[config.mk]
export PLATFORM = sky130hd
export DESIGN_NAME = tx_burst_gen
export DESIGN_NICKNAME = d
export VERILOG_FILES = /design/src/rtl/tx_pkg.sv /design/src/rtl/sync_edge.sv /design/src/rtl/tx_burst_gen.sv
export SDC_FILE = /design/constraint.sdc
export NUM_CORES = 1
export LEC_CHECK = 0
export CORE_MARGIN = 4
export CORE_UTILIZATION = 30
export DETAILED_ROUTE_END_ITERATION = 6
export SKIP_CTS_REPAIR_TIMING = 1
export SYNTH_ARGS = -nofsm -noshare
export SYNTH_HDL_FRONTEND = slang
export SYNTH_SLANG_ARGS = --single-unit
[constraint.sdc]
create_clock -name clk -period 2.99 [get_ports clk]
set_clock_uncertainty 0.2 [all_clocks]
set_input_delay 0.299 -clock clk [delete_from_list [all_inputs] [get_ports clk]]
set_output_delay 0.299 -clock clk [all_outputs]
set_load 0.02 [all_outputs]
[src/rtl/tx_pkg.sv]
// Shared types and default sizes for the DAC transmit burst path.
package tx_pkg;

  localparam int TX_DATA_W    = 12;
  localparam int TX_CNT_W     = 16;
  localparam int TX_DONE_HOLD = 3;

  typedef enum logic [2:0] {
    IDLE    = 3'd0,
    ARM     = 3'd1,
    HIGH    = 3'd2,
    LOW     = 3'd3,
    DONE    = 3'd4,
    RELEASE = 3'd5
  } tx_state_t;

endpackage

[src/rtl/sync_edge.sv]
// Multi-flop level synchronizer with registered rising/falling edge detect.
module sync_edge #(
  parameter int SYNC_STAGES = 2
) (
  input  logic clk,
  input  logic reset_n,
  input  logic d,
  output logic q,
  output logic rise,
  output logic fall
);

  logic [SYNC_STAGES-1:0] sync_ff;
  logic                   q_d;

  always_ff @(posedge clk or negedge reset_n) begin
    if (!reset_n) begin
      sync_ff <= '0;
      q_d     <= 1'b0;
    end else begin
      sync_ff <= {sync_ff[SYNC_STAGES-2:0], d};
      q_d     <= sync_ff[SYNC_STAGES-1];
    end
  end

  assign q    = sync_ff[SYNC_STAGES-1];
  assign rise = q & ~q_d;
  assign fall = ~q & q_d;

endmodule

[src/rtl/tx_burst_gen.sv]
// Square-wave DAC burst generator: synchronized start, shadowed config,
// HIGH/LOW phase counting and a stretched completion pulse.
module tx_burst_gen
  import tx_pkg::*;
#(
  parameter int DATA_W      = TX_DATA_W,
  parameter int CNT_W       = TX_CNT_W,
  parameter int SYNC_STAGES = 2,
  parameter int DONE_HOLD   = TX_DONE_HOLD
) (
  input  logic              clk,
  input  logic              reset_n,
  input  logic              tx_en,
  input  logic [CNT_W-1:0]  cfg_half_period,
  input  logic [CNT_W-1:0]  cfg_num_pulses,
  input  logic [DATA_W-1:0] cfg_high_code,
  input  logic [DATA_W-1:0] cfg_low_code,
  input  logic [DATA_W-1:0] cfg_idle_code,
  input  logic              cfg_q_enable,
  output logic [DATA_W-1:0] data_i,
  output logic [DATA_W-1:0] data_q,
  output logic              tx_active,
  output logic              tx_done,
  output logic              err_cfg
);

  localparam int DONE_W = (DONE_HOLD > 1) ? $clog2(DONE_HOLD) : 1;

  tx_state_t         state, next_state;
  logic              tx_en_s, tx_en_rise, tx_en_fall;
  logic [CNT_W-1:0]  sh_half, sh_num, half_m1;
  logic [DATA_W-1:0] sh_high, sh_low, sh_idle;
  logic              sh_q_en;
  logic [CNT_W-1:0]  phase_cnt, pulse_cnt;
  logic [DONE_W-1:0] done_cnt;
  logic [DATA_W-1:0] idle_code, data_i_n, data_q_n;

  sync_edge #(.SYNC_STAGES(SYNC_STAGES)) u_sync_en (
    .clk     (clk),
    .reset_n (reset_n),
    .d       (tx_en),
    .q       (tx_en_s),
    .rise    (tx_en_rise),
    .fall    (tx_en_fall)
  );

  assign half_m1 = (sh_half == '0) ? '0 : sh_half - CNT_W'(1);

  always_comb begin
    next_state = state;
    case (state)
      IDLE:    if (tx_en_rise) next_state = ARM;
      ARM: begin
        if (tx_en_fall)          next_state = IDLE;
        else if (sh_num == '0)   next_state = DONE;
        else                     next_state = HIGH;
      end
      HIGH: begin
        if (tx_en_fall)          next_state = IDLE;
        else if (phase_cnt == '0) next_state = LOW;
      end
      LOW: begin
        if (tx_en_fall)          next_state = IDLE;
        else if (phase_cnt == '0)
          next_state = (pulse_cnt == CNT_W'(1)) ? DONE : HIGH;
      end
      DONE:    if (done_cnt == '0) next_state = tx_en_s ? RELEASE : IDLE;
      RELEASE: if (!tx_en_s) next_state = IDLE;
      default: next_state = IDLE;
    endcase
  end

  // Shadows are not yet loaded while in IDLE, so idle output follows the live input there.
  always_comb begin
    idle_code = (state == IDLE) ? cfg_idle_code : sh_idle;
    data_i_n  = idle_code;
    data_q_n  = idle_code;
    case (next_state)
      HIGH: begin
        data_i_n = sh_high;
        data_q_n = sh_q_en ? sh_low : sh_idle;
      end
      LOW: begin
        data_i_n = sh_low;
        data_q_n = sh_q_en ? sh_high : sh_idle;
      end
      default: ;
    endcase
  end

  always_ff @(posedge clk or negedge reset_n) begin
    if (!reset_n) begin
      state     <= IDLE;
      data_i    <= '0;
      data_q    <= '0;
      tx_active <= 1'b0;
      tx_done   <= 1'b0;
      err_cfg   <= 1'b0;
    end else begin
      state     <= next_state;
      data_i    <= data_i_n;
      data_q    <= data_q_n;
      tx_active <= (next_state == HIGH) || (next_state == LOW);
      tx_done   <= (next_state == DONE);
      err_cfg   <= (state == IDLE) && (next_state == ARM) && (cfg_num_pulses == '0);
    end
  end

  always_ff @(posedge clk or negedge reset_n) begin
    if (!reset_n) begin
      sh_half <= '0;
      sh_num  <= '0;
      sh_high <= '0;
      sh_low  <= '0;
      sh_idle <= '0;
      sh_q_en <= 1'b0;
    end else if (state == IDLE && tx_en_rise) begin
      sh_half <= cfg_half_period;
      sh_num  <= cfg_num_pulses;
      sh_high <= cfg_high_code;
      sh_low  <= cfg_low_code;
      sh_idle <= cfg_idle_code;
      sh_q_en <= cfg_q_enable;
    end
  end

  always_ff @(posedge clk or negedge reset_n) begin
    if (!reset_n) begin
      phase_cnt <= '0;
      pulse_cnt <= '0;
      done_cnt  <= '0;
    end else begin
      case (state)
        ARM: begin
          phase_cnt <= half_m1;
          pulse_cnt <= sh_num;
        end
        HIGH: phase_cnt <= (phase_cnt == '0) ? half_m1 : phase_cnt - CNT_W'(1);
        LOW: begin
          if (phase_cnt == '0) begin
            phase_cnt <= half_m1;
            pulse_cnt <= pulse_cnt - CNT_W'(1);
          end else begin
            phase_cnt <= phase_cnt - CNT_W'(1);
          end
        end
        default: ;
      endcase
      done_cnt <= (state == DONE) ? done_cnt - DONE_W'(1) : DONE_W'(DONE_HOLD - 1);
    end
  end

endmodule

==> metrics.log, run 1 <==
[metrics] Yosys warnings: 0
[metrics] share of post-route cells with drive strength above 1: 0.211
[metrics] standard cell core area: 0.0235 mm²
[metrics] asr flop ratio synth: 1.00
[metrics] CTS HTree Levels: 4
[metrics] pwr dens: 1060 mW/mm²
[metrics] RSZ-0062 raised after global routing: false
[metrics] number of synthesized flops with an enable pin: 0
[metrics] overall die width: 163 µm
[metrics] input/output buffers: 98
[metrics] number of rows in the core area: 56
[metrics] first-iteration detailed-routing DRC count: 325
[metrics] reg-to-reg setup timing slack: 0.25 ns
[metrics] DP Worst Slack: 0.243 ns
[metrics] starting density of the core: 0.305
[metrics] antenna cells: 0
[metrics] distinct cell type count of the synthesized netlist: 70
[metrics] routed vias: 5796
[metrics] most common library cell in the layout ignoring fill and taps: sky130_fd_sc_hd__dfrtp_1
[metrics] Finish-stage setup viols: 0
[metrics] dominant register cell in the synthesized netlist: sky130_fd_sc_hd__dfrtp_1
[metrics] Die Height: 163 µm
[metrics] transition time at the pin with the least slew margin: 0.929 ns
[metrics] synthesis-to-layout area growth: 28.4%
[metrics] number of fill cells: 2332
[metrics] pin count of the biggest net entering global routing: 57
[metrics] kind of launch point of the worst setup path: register
[metrics] vias in the first global route: 5860
[metrics] result of the run: completed
[metrics] Worst Path Required: 3.08 ns
[metrics] critical path class: register to register
[metrics] path class of the lowest-slack min-delay path: input port to register
[metrics] average vias per placed instance: 5.26
[metrics] Total Power Consumption: 9810 µW
[metrics] Mapped Avg Cell Area: 10.8 µm²
[metrics] Congestion Overflow GR: 0
[metrics] aggregate global-route resource usage: 0.148
[metrics] cell type with the highest aggregate area in the netlist: sky130_fd_sc_hd__dfrtp_1
[metrics] Sink Count: 136
[metrics] routability-driven placement congestion ratio: 0.803
[metrics] Clock Latency Late Sink: 0.42 ns
[metrics] detailed-router iteration count before antenna repair: 5
[metrics] Max-slew headroom: 0.378
[metrics] Clock Tree Root: sky130_fd_sc_hd__clkbuf_16
[metrics] post-route fraction of the period consumed by the critical path: 0.915
[metrics] top library cells by usage in the layout, fill and taps aside: 136 x sky130_fd_sc_hd__dfrtp_1, 97 x sky130_fd_sc_hd__clkdlybuf4s50_1, 82 x sky130_fd_sc_hd__mux2_2, 44 x sky130_fd_sc_hd__o21ai_0, 33 x sky130_fd_sc_hd__nor2_1
[metrics] DR WL/cell: 17.5 µm
[metrics] area share of the largest cell type after synthesis: 0.473
[metrics] Boundary Pins: 99
[metrics] synthesis-stage register bit count: 136
[metrics] Clk pin slew, worst setup/hold paths: 0.06 ns
[metrics] critical-path maximum fanout: 18
[metrics] MaxCap Viol Count: 0
[metrics] final WL: 19200 µm
[metrics] cts bufs inserted: 17
[metrics] post-detailed-route count of antenna-violating nets: 0
[metrics] TritonCTS clock tree: done
[metrics] post-synthesis instance total: 666
[metrics] Sum Neg Setup Slack: 0 ns
[metrics] Data arrival, critical path: 2.83 ns
[metrics] static leakage: 0.00369 µW
[metrics] Final WS setup: 0.253 ns
[metrics] FMAX: 365 MHz
[metrics] Max clock buf depth: 2
[metrics] final max-slew violation count: 0
[metrics] DIE AREA: 0.0265 mm²
[metrics] endpoints failing hold: 0
[metrics] initial antenna violation count: 0
[metrics] maximum resistive drop on vdd: 532 µV
[metrics] kind of end point of the critical path: register
[metrics] wire length of the first global-routing pass: 31400 µm
[metrics] area of the mapped netlist: 0.00719 mm²
[metrics] clock period minus worst slack: 2.74 ns
[metrics] Synth area leaders: sky130_fd_sc_hd__dfrtp_1 47%, sky130_fd_sc_hd__mux2_2 13%, sky130_fd_sc_hd__mux2i_1 3.5%, sky130_fd_sc_hd__o21ai_0 3.1%, sky130_fd_sc_hd__o311ai_1 2.2%
[metrics] Post-Synthesis Net Count: 743
[metrics] post-detail-place hpwl: 13400 µm
[metrics] DRC violations left: 0
[metrics] post-layout net count: 847
[metrics] share of the yosys chip area belonging to registers: 0.473
## logic make-up after synthesis
logic type | after synthesis | synth area share
flops | 136 | 0.473
fa+ha+maj | 5 | 0.00870
xor+xnor | 9 | 0.0110
mux | 107 | 0.163
buf+inv | 72 | 0.0426
simple gates | 165 | 0.133
compound gates | 172 | 0.168
## where the power goes
part | internal, µW | leakage [µW] | switching (µW)
sequential | 2750 | 0.00161 | 865
clock | 1180 | 0.000277 | 893
combinational | 2090 | 0.00181 | 2030
## state kept, by name (all words and copies together), names as in the netlist, 2 cells and up
name	count
sh_low	12
sh_high	12
done_cnt	2
phase_cnt	16
sh_num	16
data_i	12
pulse_cnt	16
u_sync_en.sync_ff	2
sh_half	16
state	3
sh_idle	12
data_q	12
## path summary, 6_finish.rpt
path,from,to,depth (start not counted)
worst max-delay path,phase_cnt[12],data_q[9],6
worst min-delay path,tx_en,u_sync_en.sync_ff[0],1
worst max register to register,phase_cnt[12],data_q[9],6
worst min register to register,u_sync_en.sync_ff[0],u_sync_en.sync_ff[1],0
max in group asynchronous,reset_n,pulse_cnt[1],3
min in group asynchronous,reset_n,sh_high[0],2
## Yosys cell counts (all sizes together) (7+ instances only)
library cell and n:
nor4 23, nand2 26, a211oi 14, dfrtp 136, a41oi 12, o2bb2ai 9, or4 7, o311ai 26
a21oi 20, mux2i 25, inv 27, nor2 34, xor2 7, o21ai 47, nand4 9, nor3 16
mux2 82, buf 10, clkbuf 35, nand3 15
## through the flow
step	util	cells	hold WS, ns	instance area, µm²
2_1_floorplan	-	666	-0.197	7190
3_3_place_gp	0.367	1069	0.108	8640
3_5_place_dp	0.367	1069	0.113	8640
4_1_cts	0.392	1101	-0.345	9220
5_1_grt	0.392	1102	0.169	9230
6_report	0.392	1102	0.160	9230
## worst max-delay path, cell delays in order, from the launching register on
cell and delay (ns):
sky130_fd_sc_hd__dfrtp_1 0.42, sky130_fd_sc_hd__or4_4 0.58, sky130_fd_sc_hd__or2_4 0.29, sky130_fd_sc_hd__nor4_4 0.30, sky130_fd_sc_hd__a31o_2 0.46, sky130_fd_sc_hd__buf_4 0.24, sky130_fd_sc_hd__o311ai_1 0.11
## per-layer routing
layer  part of all wire  vias to the layer above  track usage
met5                  0                        -            0
met4              0.016                        0       0.0538
met3              0.041                       17       0.0299
met2               0.49                      143        0.241
met1               0.45                     2881        0.195
li1                   -                     2755            -
## cell type report
class                   count  area, µm²  share of cell area
inverters                  27        101              0.0110
clock buffers              17        425              0.0461
multi-input cells         458       3500               0.379
repair buffers            130       1250               0.135
well taps                 319        399              0.0432
clock inverters            15        156              0.0169
flip-flops and latches    136       3400               0.369
Note: power is estimated with default switching activity, not from simulation.
==> run 2: changes to the inputs <==
SLEW_MARGIN = 20   (was unset)
==> results of run 2 <==
Same layout as run 1: the final DEF is identical, and so are final timing and power.
